--- src/rtl/ram_io_pkg.sv ---
// Shared encodings for the RAM I/O sequencer: access sizes, FSM states, lane masks.
// Latency: none (types and constants only).
// Backpressure: n/a.
package ram_io_pkg;

    localparam int DATA_W = 32;

    typedef enum logic [1:0] {
        SIZE_BYTE = 2'd0,
        SIZE_HALF = 2'd1,
        SIZE_WORD = 2'd2,
        SIZE_RSVD = 2'd3
    } size_e;

    typedef enum logic [1:0] {
        IDLE    = 2'd0,
        ACCESS1 = 2'd1,
        ACCESS2 = 2'd2,
        RESP    = 2'd3
    } state_e;

    localparam logic [3:0] MASK_BYTE = 4'b0001;
    localparam logic [3:0] MASK_HALF = 4'b0011;
    localparam logic [3:0] MASK_WORD = 4'b1111;
    localparam logic [3:0] MASK_NONE = 4'b0000;

    // Unshifted lane mask for an access size; reserved size touches no lanes.
    function automatic logic [3:0] size_mask(input size_e size);
        case (size)
            SIZE_BYTE: return MASK_BYTE;
            SIZE_HALF: return MASK_HALF;
            SIZE_WORD: return MASK_WORD;
            default:   return MASK_NONE;
        endcase
    endfunction

endpackage

--- src/rtl/ram_io_sequencer_if.sv ---
// CPU-side request/response bundle of the RAM I/O sequencer.
// Latency: none (wires only).
// Backpressure: req_valid/req_ready handshake; rsp_valid is a one-shot pulse with no ready.
interface ram_io_sequencer_if
    import ram_io_pkg::*;
#(
    parameter int ADDR_W = 18
);
    logic              req_valid;
    logic              req_ready;
    logic              req_write;
    logic [1:0]        req_size;
    logic              req_signed;
    logic [ADDR_W-1:0] req_address;
    logic [DATA_W-1:0] req_data;
    logic              rsp_valid;
    logic [DATA_W-1:0] rsp_data;

    modport master (
        output req_valid, req_write, req_size, req_signed, req_address, req_data,
        input  req_ready, rsp_valid, rsp_data
    );

    modport slave (
        input  req_valid, req_write, req_size, req_signed, req_address, req_data,
        output req_ready, rsp_valid, rsp_data
    );
endinterface

--- src/rtl/ram_io_sequencer_byte_lane_aligner.sv ---
// Maps (size, lane offset, phase) to RAM byte enables and lane-shifted store data.
// Latency: purely combinational.
// Backpressure: none; evaluated every cycle from the latched request.
module byte_lane_aligner
    import ram_io_pkg::*;
(
    input  size_e       size,
    input  logic [1:0]  off,
    input  logic        phase,
    input  logic [31:0] data,
    output logic [3:0]  enables,
    output logic [31:0] store_data,
    output logic        span
);
    logic [7:0]  mask_wide;
    logic [63:0] data_wide;

    // Shift mask and data across a two-word window; the upper half is what spills into word+1.
    always_comb begin
        mask_wide  = {4'b0000, size_mask(size)} << off;
        data_wide  = {32'd0, data} << {off, 3'b000};
        span       = |mask_wide[7:4];
        enables    = phase ? mask_wide[7:4]   : mask_wide[3:0];
        store_data = phase ? data_wide[63:32] : data_wide[31:0];
    end
endmodule

--- src/rtl/ram_io_sequencer.sv ---
// Turns byte-addressed CPU loads/stores into word RAM accesses, splitting word-crossing ones in two.
// Latency: rsp_valid in the 2nd cycle after accept (3rd when the access spans two words).
// Backpressure: req_ready only in IDLE; one request in flight, nothing queued.
module ram_io_sequencer
    import ram_io_pkg::*;
#(
    parameter int RAM_ADDRESS_BITWIDTH = 16,
    parameter int DATA_BITWIDTH        = 32,
    parameter int COLUMN_BITWIDTH      = 8
) (
    input  logic                                      clk,
    input  logic                                      rst,
    ram_io_sequencer_if.slave                         bus,
    output logic [RAM_ADDRESS_BITWIDTH-1:0]           ram_address,
    output logic [DATA_BITWIDTH/COLUMN_BITWIDTH-1:0]  ram_write_enable,
    output logic [DATA_BITWIDTH-1:0]                  ram_data_in,
    input  logic [DATA_BITWIDTH-1:0]                  ram_data_out
);
    if (DATA_BITWIDTH != 32 || COLUMN_BITWIDTH != 8) begin : g_param_check
        $error("ram_io_sequencer: DATA_BITWIDTH must be 32 and COLUMN_BITWIDTH must be 8");
    end

    localparam int AW = RAM_ADDRESS_BITWIDTH;

    state_e      state;
    state_e      state_next;
    logic        accept;
    logic        ready_c;
    logic        rsp_valid_c;
    logic        in_access;
    logic        phase;

    logic        lat_write;
    size_e       lat_size;
    logic        lat_signed;
    logic [1:0]  lat_off;
    logic [31:0] lat_data;

    logic [31:0] hold;
    logic [31:0] rsp_data_q;
    logic [63:0] load_shift;
    logic [31:0] load_word;

    logic [3:0]  lane_en;
    logic [31:0] lane_data;
    logic        span;

    byte_lane_aligner u_aligner (
        .size       (lat_size),
        .off        (lat_off),
        .phase      (phase),
        .data       (lat_data),
        .enables    (lane_en),
        .store_data (lane_data),
        .span       (span)
    );

    // Next state and per-state strobes; reserved size walks the FSM without touching the RAM.
    always_comb begin
        state_next  = state;
        ready_c     = 1'b0;
        rsp_valid_c = 1'b0;
        in_access   = 1'b0;
        phase       = 1'b0;
        case (state)
            IDLE: begin
                ready_c = 1'b1;
                if (bus.req_valid) state_next = ACCESS1;
            end
            ACCESS1: begin
                in_access  = (lat_size != SIZE_RSVD);
                state_next = span ? ACCESS2 : RESP;
            end
            ACCESS2: begin
                in_access  = 1'b1;
                phase      = 1'b1;
                state_next = RESP;
            end
            RESP: begin
                rsp_valid_c = 1'b1;
                state_next  = IDLE;
            end
            default: state_next = IDLE;
        endcase
    end

    assign accept = (state == IDLE) && bus.req_valid;

    // State register.
    always_ff @(posedge clk) begin
        if (rst) state <= IDLE;
        else     state <= state_next;
    end

    // Capture the whole request at accept so later input wiggles are ignored.
    always_ff @(posedge clk) begin
        if (rst) begin
            lat_write  <= 1'b0;
            lat_size   <= SIZE_BYTE;
            lat_signed <= 1'b0;
            lat_off    <= 2'd0;
            lat_data   <= 32'd0;
        end else if (accept) begin
            lat_write  <= bus.req_write;
            lat_size   <= size_e'(bus.req_size);
            lat_signed <= bus.req_signed;
            lat_off    <= bus.req_address[1:0];
            lat_data   <= bus.req_data;
        end
    end

    // Word address is registered so it is already stable during each ACCESS cycle; wraps at the top.
    always_ff @(posedge clk) begin
        if (rst) begin
            ram_address <= '0;
        end else if (accept && size_e'(bus.req_size) != SIZE_RSVD) begin
            ram_address <= bus.req_address[AW+1:2];
        end else if (state == ACCESS1 && span) begin
            ram_address <= ram_address + {{(AW-1){1'b0}}, 1'b1};
        end
    end

    // Write strobes and data only while an access phase of a store is active.
    always_comb begin
        ram_write_enable = '0;
        ram_data_in      = '0;
        if (in_access && lat_write) begin
            ram_write_enable = lane_en;
            ram_data_in      = lane_data;
        end
    end

    // Upper half: read word moved down to lane 0; lower half: read word moved up past the first part.
    always_comb begin
        load_shift = {ram_data_out, 32'd0} >> {lat_off, 3'b000};
        load_word  = (state == ACCESS2) ? (hold | load_shift[31:0]) : load_shift[63:32];
    end

    // Holding register keeps the first-word bytes of a spanning load.
    always_ff @(posedge clk) begin
        if (rst)                  hold <= 32'd0;
        else if (state == ACCESS1) hold <= load_shift[63:32];
    end

    function automatic logic [31:0] extend_load(input size_e size, input logic sgn,
                                                input logic [31:0] w);
        case (size)
            SIZE_BYTE: return {{24{sgn & w[7]}}, w[7:0]};
            SIZE_HALF: return {{16{sgn & w[15]}}, w[15:0]};
            SIZE_WORD: return w;
            default:   return 32'd0;
        endcase
    endfunction

    // Response data is loaded only on entry to RESP so it stays put until the next response.
    always_ff @(posedge clk) begin
        if (rst) begin
            rsp_data_q <= 32'd0;
        end else if (state_next == RESP && state != RESP) begin
            rsp_data_q <= lat_write ? 32'd0 : extend_load(lat_size, lat_signed, load_word);
        end
    end

    assign bus.req_ready = ready_c;
    assign bus.rsp_valid = rsp_valid_c;
    assign bus.rsp_data  = rsp_data_q;

endmodule
--- src/flat_wrapper.sv ---
// flat-port wrapper written by rule: the top's interface ports become plain ports
module ram_io_sequencer_flat import ram_io_pkg::*;
#(
    parameter int RAM_ADDRESS_BITWIDTH = 16,
    parameter int DATA_BITWIDTH        = 32,
    parameter int COLUMN_BITWIDTH      = 8
)
  (clk, rst, ram_address, ram_write_enable, ram_data_in, ram_data_out, bus_req_valid, bus_req_write, bus_req_size, bus_req_signed, bus_req_address, bus_req_data, bus_req_ready, bus_rsp_valid, bus_rsp_data);
  ram_io_sequencer_if bus_i ();
  input  logic clk;
  input  logic rst;
  output logic [RAM_ADDRESS_BITWIDTH-1:0] ram_address;
  output logic [DATA_BITWIDTH/COLUMN_BITWIDTH-1:0] ram_write_enable;
  output logic [DATA_BITWIDTH-1:0] ram_data_in;
  input  logic [DATA_BITWIDTH-1:0] ram_data_out;
  input wire logic [$bits(bus_i.req_valid)-1:0] bus_req_valid;
  input wire logic [$bits(bus_i.req_write)-1:0] bus_req_write;
  input wire logic [$bits(bus_i.req_size)-1:0] bus_req_size;
  input wire logic [$bits(bus_i.req_signed)-1:0] bus_req_signed;
  input wire logic [$bits(bus_i.req_address)-1:0] bus_req_address;
  input wire logic [$bits(bus_i.req_data)-1:0] bus_req_data;
  output wire logic [$bits(bus_i.req_ready)-1:0] bus_req_ready;
  output wire logic [$bits(bus_i.rsp_valid)-1:0] bus_rsp_valid;
  output wire logic [$bits(bus_i.rsp_data)-1:0] bus_rsp_data;
  assign bus_i.req_valid = bus_req_valid;
  assign bus_i.req_write = bus_req_write;
  assign bus_i.req_size = bus_req_size;
  assign bus_i.req_signed = bus_req_signed;
  assign bus_i.req_address = bus_req_address;
  assign bus_i.req_data = bus_req_data;
  assign bus_req_ready = bus_i.req_ready;
  assign bus_rsp_valid = bus_i.rsp_valid;
  assign bus_rsp_data = bus_i.rsp_data;
  ram_io_sequencer #(.RAM_ADDRESS_BITWIDTH(RAM_ADDRESS_BITWIDTH), .DATA_BITWIDTH(DATA_BITWIDTH), .COLUMN_BITWIDTH(COLUMN_BITWIDTH)) u_core (.clk(clk), .rst(rst), .bus(bus_i), .ram_address(ram_address), .ram_write_enable(ram_write_enable), .ram_data_in(ram_data_in), .ram_data_out(ram_data_out));
endmodule
--- config.mk ---
export PLATFORM = sky130hd
export DESIGN_NAME = ram_io_sequencer_flat
export DESIGN_NICKNAME = d
export VERILOG_FILES = /design/src/rtl/ram_io_pkg.sv /design/src/rtl/ram_io_sequencer_if.sv /design/src/rtl/ram_io_sequencer_byte_lane_aligner.sv /design/src/rtl/ram_io_sequencer.sv /design/src/flat_wrapper.sv
export SDC_FILE = /design/constraint.sdc
export NUM_CORES = 1
export LEC_CHECK = 0
export ABC_AREA = 1
export ABC_CLOCK_PERIOD_IN_PS = 1740
export CAP_MARGIN = 20
export CELL_PAD_IN_SITES_DETAIL_PLACEMENT = 0
export CELL_PAD_IN_SITES_GLOBAL_PLACEMENT = 1
export CORE_MARGIN = 1
export CORE_UTILIZATION = 32
export CTS_CLUSTER_SIZE = 10
export DETAILED_ROUTE_END_ITERATION = 16
export GPL_TIMING_DRIVEN = 0
export PLACE_DENSITY_LB_ADDON = 0.1
export SYNTH_ARGS = -nofsm -noshare
export SYNTH_HDL_FRONTEND = slang
export SYNTH_SLANG_ARGS = --single-unit
--- constraint.sdc ---
create_clock -name clk -period 1.74 [get_ports clk]
set_input_delay 0.348 -clock clk [delete_from_list [all_inputs] [get_ports clk]]
set_output_delay 0.348 -clock clk [all_outputs]
set_load 0.02 [all_outputs]
==> summary by stage, run 1 <==
GRT
The maximum number of pins on one net before global-route repair is 17. The initial antenna violation count is 0. The number of global-route vias before repair is 8665. In the global route stage, overall resource usage came out at 27.2%.

The residual overflow from global routing is 0. The first global-routing pass estimated 49.3 mm of wire.

Drt
The detail-routed net length per standard cell is 19.2 µm. The total via count after detailed routing is 8981. In this run, the number of DRC markers left after iteration 0 of detailed routing was 636. The count of TritonRoute iterations in the first routing pass is 5. The final antenna-violating net count is 0.

In the routed design, unresolved DRC markers number 0. The total detailed-routing wirelength is 32.6 mm. Using the TritonRoute via totals, the vias-per-cell ratio works out to 5.28.

Clock network
The clock-pin slew of the registers on the worst-case setup and hold paths is 0.06 ns. The number of CTS-inserted buffers is 17. The worst-skew pair later-pin latency is 0.43 ns. Counting every sink on the clock net gives 120. Clock tree synthesis selected as its root buffer the cell sky130_fd_sc_hd__clkbuf_16. The maximum buffer depth of the clock tree is 2. The TritonCTS clock tree is yes. The H-tree generated during clock tree synthesis spans 4 levels. For this design, the CTS-stage hold fixing added 0 buffers.

Hold path
The worst hold path terminates at u_core.bus.rsp_data[31]. Counting instances, the worst hold path has a depth of 2. The worst hold path begins at rst. The tightest min-delay check is of the primary input to flip-flop type.

Setup path
The type of the worst setup path is flip-flop to output pin. The worst setup path is launched from a flip-flop. Walking the worst path, the cells encountered are inv_4 > ha_4 > inv_4 > buf_8 > o21ai_4 > nand3_4 > buf_6 > buf_4 > a211oi_2 > buf_4. The count of cell instances traversed by the critical path is 10.

The cell count of the worst reg-to-reg path is 6. The top fanout value on the critical path is 7. The critical register-to-register path startpoint is u_core.lat_size[0].

The gate family responsible for the most delay along the worst path is buffers and inverters. In this run the register-to-register setup slack is -0.30 ns. The endpoint required time on the critical path is 1.39 ns. The worst reg2reg path endpoint is u_core.bus.rsp_data[5]. The number of buffers and inverters on the critical path is 6. The critical path capture point type is an output pin. The biggest cell delay along the critical path is 0.36 ns. The critical path arrival is 2.17 ns. Among all stages on the critical path, the largest delay is contributed by sky130_fd_sc_hd__dfxtp_4.

Outcome
The checks that failed: setup timing. The run finished, with violations left.

Yosys
After synthesis, the share of cell area in mux cells is 0.943%. The synthesized netlist devotes 22.8% of its cell area to compound gates. Counting flops and latches in the post-synthesis netlist gives 120. Sequential cells were found to cover 32.3% of the synthesized design area. By area, the combinational part of the netlist is dominated by simple AND/OR/NAND/NOR gates. The synthesized netlist devotes 0.472% of its cell area to XOR and XNOR gates. The area fraction in and, or, nand and nor cells after synthesis is 31.8%. After synthesis the cells add up to 0.00743 mm². Yosys mapped the design onto 38 distinct sky130hd cell types.

The most common flop cell mapped by yosys is sky130_fd_sc_hd__dfxtp_1. Averaged over all synthesized cells, the footprint is 6.41 µm². During synthesis, Yosys emitted a total of 0 warnings. The fraction of the mapped netlist area in adder cells is 1.68%. Counting flops with a built-in enable in the synthesized netlist gives 0. Synthesis produced 1158 cells.

The number of nets handed over by synthesis was 1257. The share of flip-flops with an asynchronous set or reset is 0%.

Timing
Setup violations remaining at the end of the flow were counted as 85. At the pin with the least slew margin, the transition time is 0.666 ns. The setup skew after layout is 0.0144 ns.

The worst setup margin is -0.778 ns. Static timing analysis puts the maximum clock frequency at 397 MHz. The time the final worst path needs with I/O delays and setup is 2.52 ns.

The total count of hold-check failures in the final report is 0. Setup repair after global routing could not meet its margin everywhere. The number of max-slew violations in the final report is 0. Measured against its own limit, the worst slew margin works out to 55.5%. After layout, the worst path uses 145% of the clock period.

Cells and area
For this run, the post-layout net count is 1501. Leaving out fill and tap cells, the most frequent cells in the layout are sky130_fd_sc_hd__nand2_1, sky130_fd_sc_hd__nor2_1, sky130_fd_sc_hd__dfxtp_1. The commonest non-fill, non-tap cell in the layout is sky130_fd_sc_hd__nand2_1. The post-route netlist has 23.4% of its cells at a drive strength greater than 1.

After filler insertion, the fill cell instance count of the layout stands at 2292. The multi-input combinational cells in the finished layout cover a total of 0.00501 mm². Relative to the synthesized area, the layout overhead comes to 59.4%. In the final layout, flip-flops and latches occupy 0.00241 mm². 0 antenna diodes ended up in the layout.

Run
The tool flagged a number of max-cap violations equal to 0.

Pwr
The design draws 18.5 mW. The power per cell area is 1560 mW/mm². Across the VDD grid, the largest voltage drop is 0.738 mV.

Summed over all cells, the static leakage comes to 5.15 nW.

Placement
Port buffering added 173 buffers. The post-DP HPWL is 23.4 mm. The worst slack at placement is -1.01 ns. Routability-driven placement finished with a final weighted congestion of 0.916.

Floorplanning
The area of the placeable core is 0.0227 mm². In this run the core area contains 55 standard-cell rows. The die area is 0.0238 mm². The effective utilization at floorplan is 32.7%.

The height of the chip is 154 µm. The die extent in x is 154 µm. The number of primary I/O pins is 175.
-- state kept, by name, summed over array words and instances, names as in the netlist --
signal               count
u_core.bus.rsp_data     32
u_core.hold             32
u_core.lat_data         32
u_core.ram_address      16
u_core.lat_off           2
u_core.lat_size          2
u_core.state             2
u_core.lat_signed        1
u_core.lat_write         1
-- per-layer routing --
layer,share of wire (%),wire length [µm],track usage (%)
met3,5.0,1630,3.95
met4,4.4,1420,13.8
met2,47,15300,45.3
met5,0,0,0
met1,44,14300,34.1
-- cell families (layout without fill, tap and decap cells) --
group	count (synthesis)	count (layout)
compound gates	318	318
xor+xnor	4	4
fa+ha+maj	10	10
buf+inv	154	410
flops	120	120
mux	7	7
simple gates	545	546
-- synth_stat cells (15+ instances only) --
cell type | instances | area, µm²
sky130_fd_sc_hd__nand3_1 | 102 | 510
sky130_fd_sc_hd__nand4_1 | 32 | 200
sky130_fd_sc_hd__o21ai_0 | 144 | 721
sky130_fd_sc_hd__nor2_1 | 120 | 450
sky130_fd_sc_hd__a21oi_1 | 119 | 596
sky130_fd_sc_hd__a211oi_1 | 19 | 143
sky130_fd_sc_hd__clkbuf_1 | 40 | 150
sky130_fd_sc_hd__buf_2 | 27 | 135
sky130_fd_sc_hd__dfxtp_1 | 120 | 2400
sky130_fd_sc_hd__inv_1 | 56 | 210
sky130_fd_sc_hd__nand2_1 | 262 | 983
sky130_fd_sc_hd__buf_4 | 15 | 113
-- power by group --
group | internal [mW] | switching [mW]
Combinational | 4.27 | 6.57
Clock | 1.90 | 1.58
Sequential | 3.56 | 0.629
-- worst reg2reg max path, cell delays in order, from the launching register on --
cell	delay [ns]
sky130_fd_sc_hd__dfxtp_2	0.33
sky130_fd_sc_hd__ha_1	0.28
sky130_fd_sc_hd__nor2_1	0.54
sky130_fd_sc_hd__o21ai_4	0.20
sky130_fd_sc_hd__a211oi_1	0.41
sky130_fd_sc_hd__o21ai_1	0.13
sky130_fd_sc_hd__nor2_1	0.09
-- through the flow --
stage               instances  util, %  setup TNS, ns  hold slack [ns]  area [µm²]
detailed placement       1616     43.6         -60.05            0.457        9900
finish                   1700     52.1         -31.62            0.367       11800
floorplan                1158        -          -5.03            0.439        7810
global route             1700     52.1         -39.85            0.376       11800
CTS                      1688     50.5         -30.24            0.364       11500
global placement         1616     43.6         -58.88            0.455        9900
-- repair_timing --
action	in CTS	in global routing
setup endpoints to repair	145	130
pin swaps	22	20
cloned	8	3
gates resized for setup	433	98
buffers inserted	34	12
endpoints found under the hold margin	0	0
-- worst max-delay path by stage --
| stage | to | from | slack (ns) |
|---|---|---|---|
| 2_1_floorplan | ram_write_enable[2] | u_core.state[1] | -0.17 |
| 3_3_place_gp | ram_write_enable[2] | u_core.state[0] | -1.01 |
| 3_5_place_dp | ram_data_in[4] | u_core.lat_off[0] | -1.01 |
| 4_1_cts | ram_data_in[0] | u_core.state[0] | -0.81 |
| 5_1_grt | ram_write_enable[2] | u_core.state[0] | -0.83 |
| 6_report | ram_data_in[0] | u_core.state[0] | -0.78 |
-- cell type report --
cell class	instances	share of cell area [%]
clock buffers	17	3.59
repair buffers	226	20.5
multi-input cells	885	42.4
plain buffers	90	6.66
flip-flops and latches	120	20.4
well taps	285	3.01
clock inverters	15	1.30
inverters	62	2.22
No activity file was read; power rests on OpenSTA's default activity.
==> run 2: changes to the inputs <==
RECOVER_POWER = 25   (was not set)
==> summary by stage, run 2 (synthesis results as in run 1) <==
Setup path
The worst reg2reg path endpoint is u_core.bus.rsp_data[5]. The worst setup path is launched from a flip-flop. The critical path arrival is 2.18 ns (about the same).

The critical path capture point type is an output pin. In this run the critical register-to-register path is launched from u_core.lat_size[0]. The endpoint required time on the critical path is 1.39 ns (about the same). The type of the worst setup path is flip-flop to output pin. The top fanout value on the critical path is 7 (unchanged). The reg2reg setup slack came to -0.30 ns (about the same). The cell count of the worst reg-to-reg path is 6 (unchanged).

Pwr
The internal power is 9.67 mW (-0.73%). The power dissipated by switching net loads is 8.80 mW (+0.18%). The power per cell area is 1580 mW/mm² (+1.1%).

The leakage component of the power was 4.76 nW (-7.6%). The share of total power in the clock network is 18.9% (about the same). The switching share of power is 47.6% (+0.23 points). The overall power of the completed layout is 18.5 mW (-0.30%). The sequential power share is 22.7% (about the same). The proportion of power drawn by combinational gates was 58.4% (-0.2 points). The peak ir drop on the vdd network is 0.744 mV (+0.86%).

Clock network
The number of clock sinks seen by CTS came to 120 (unchanged). The clock-pin slew of the registers on the worst-case setup and hold paths is 0.06 ns (about the same). The total number of H-tree levels is 4 (unchanged).

The worst-skew pair later-pin latency was 0.44 ns (about the same). The maximum buffer depth of the clock tree is 2 (unchanged). The TritonCTS clock tree is yes.

The root cell of the clock tree is sky130_fd_sc_hd__clkbuf_16. The number of CTS-inserted buffers was 17 (unchanged).

Placement
The worst slack at placement is -1.01 ns (unchanged). The final weighted congestion in routability-driven placement is 0.916 (unchanged). The total of buffers placed on input and output ports is 173 (unchanged). The total instance count after detailed placement is 1616 (unchanged). The post-DP HPWL is 23.4 mm (unchanged). The instance area at placement is 0.00990 mm² (unchanged).

Cells and area
The final standard cell count with taps included and fillers excluded is 1700 (unchanged). The library cell used most frequently in the layout, excluding fill and tap cells, is sky130_fd_sc_hd__nand2_1. The final cell utilization of the core is 51.4% (-0.73 points). The register cell area after layout is 0.00241 mm² (unchanged). The fraction of layout cells with a size suffix above 1 is 23.4% (unchanged). The area taken by multi-input logic gates was 0.00501 mm² (unchanged). The design area is 0.0117 mm² (-1.4%). Leaving out fill and tap cells, the most frequent cells in the layout are sky130_fd_sc_hd__nand2_1, sky130_fd_sc_hd__nor2_1, sky130_fd_sc_hd__dfxtp_1. The antenna diode instance count is 0 (unchanged). The net total in the final layout is 1501 (unchanged).

The area growth from synthesis to layout is 57.1%. The number of inserted filler cells in the final layout was 2311 (+0.83%).

GRT
The initial antenna violation count is 0 (unchanged). The met3 capacity usage during global routing is 3.95% (unchanged). The layer flagged by global routing as most heavily used is met2. The met2 track demand over resource in global routing is 45.3% (unchanged). The maximum number of pins on one net before global-route repair is 17 (unchanged). The residual overflow from global routing is 0 (unchanged). The wire length of the first global-routing pass came to 49.3 mm (unchanged). The number of global-route vias before repair was 8665 (unchanged). The overall fraction of global-route tracks in use is 27.2% (unchanged).

The global-route met1 utilization is 34.1% (unchanged).

Floorplanning
The die area is 0.0238 mm² (unchanged). The die extent in x is 154 µm (unchanged). The placement row count is 55 (unchanged). The height of the chip is 154 µm (unchanged).

The area of the placeable core is 0.0227 mm² (unchanged). The number of primary I/O pins is 175 (unchanged). The effective utilization at floorplan is 32.7% (unchanged).

Hold path
The end point of the most critical hold path is u_core.bus.rsp_data[0]. The worst hold path belongs to the class primary input to flip-flop. The critical hold path startpoint is rst.

The worst hold path stage count is 2 (unchanged).

Drt
The post-detailed-route via-to-cell ratio is 5.28 (about the same). The total via count after detailed routing is 8984 (+0.033%). The count of TritonRoute iterations in the first routing pass is 5 (unchanged). The DRC violation total after the first TritonRoute iteration came to 629 (-1.1%). The total detailed-routing wirelength is 32.6 mm (+0.17%). The final antenna-violating net count is 0 (unchanged).

The detail-routed net length per standard cell came to 19.2 µm (+0.17%). The remaining routing DRC violations is 0 (unchanged).

Timing
Setup repair after global routing could not meet its margin everywhere. The time the final worst path needs with I/O delays and setup was 2.52 ns (+0.00700 ns). The maximum operating frequency is 396 MHz (-0.28%).

The count of endpoints failing setup in the final report is 86 (+1.2%). The final worst-path cycle share is 145% (+0.40 points). The transition time at the pin with the least slew margin came to 0.665 ns (-0.00103 ns). The worst setup margin is -0.785 ns (-0.00700 ns). The total negative setup slack was -31.88 ns (-0.262 ns). The hold slack is 0.367 ns (-0.0000780 ns). The total count of hold-check failures in the final report is 0 (unchanged). The number of max-slew violations in the final report is 0 (unchanged). The setup skew after layout is 0.0139 ns (-0.000519 ns). The worst max-slew margin expressed relative to the limit is 55.5% (+0.069 points).

Run
The max-capacitance violation count is 0 (unchanged).

Outcome
The run finished, with violations left. The checks that failed: setup timing.
-- run 2: changes by cell type in the layout (fill, tap and decap cells not counted) --
cell                             previous run  this run
sky130_fd_sc_hd__dlymetal6s2s_1            19         0
sky130_fd_sc_hd__buf_1                      1         0
sky130_fd_sc_hd__clkbuf_1                  21        41
-- run 2: what timing repair did --
action	4_1_cts	5_1_grt
pin swaps	22	20
endpoints found under the hold margin	0	0
gates cloned	8	3
hold buffers	0	0
buffers inserted	34	12
gates resized for setup	433	98
endpoints found under the setup margin	145	130
-- run 2: final cells by class --
type / instances / area share (%)
repair buffers: 226 / 19.4
flip-flops and latches: 120 / 20.7
clock buffers: 17 / 3.64
inverters: 62 / 2.25
multi-input cells: 885 / 43.0
plain buffers: 90 / 6.75
well taps: 285 / 3.06
clock inverters: 15 / 1.32
-- run 2: critical path, cell delays in order (launching register included) --
cell and delay [ns]:
sky130_fd_sc_hd__dfxtp_4 0.36, sky130_fd_sc_hd__inv_4 0.06, sky130_fd_sc_hd__ha_4 0.16, sky130_fd_sc_hd__inv_4 0.04, sky130_fd_sc_hd__buf_8 0.13, sky130_fd_sc_hd__o21ai_4 0.06
sky130_fd_sc_hd__nand3_4 0.19, sky130_fd_sc_hd__buf_6 0.20, sky130_fd_sc_hd__buf_4 0.13, sky130_fd_sc_hd__a211oi_2 0.21, sky130_fd_sc_hd__buf_4 0.19
-- run 2: how the worst max path moves through the flow --
stage                                  from                  end
after detailed placement  u_core.lat_off[0]       ram_data_in[4]
after global placement      u_core.state[0]  ram_write_enable[2]
after global routing        u_core.state[0]  ram_write_enable[2]
after floorplan             u_core.state[1]  ram_write_enable[2]
final                       u_core.state[0]       ram_data_in[0]
after CTS                   u_core.state[0]       ram_data_in[0]
-- run 2: routing by layer --
metal / wire length, µm / up-vias / part of all wire, %
met5: 0 / - / 0
met4: 1460 / 0 / 4.5
met3: 1660 / 79 / 5.1
met2: 15200 / 314 / 47
met1: 14300 / 4183 / 44
li1: - / 4408 / -
-- run 2: power by group through the flow --
stage / combinational, mW / clock, mW / sequential [mW]
after detailed placement: 8.54 / 0 / 4.21
after floorplan: 5.52 / 0 / 4.30
after global placement: 8.49 / 0 / 4.19
final: 10.8 / 3.49 / 4.19
after global routing: 11.7 / 3.66 / 4.29
after CTS: 10.2 / 3.54 / 4.18
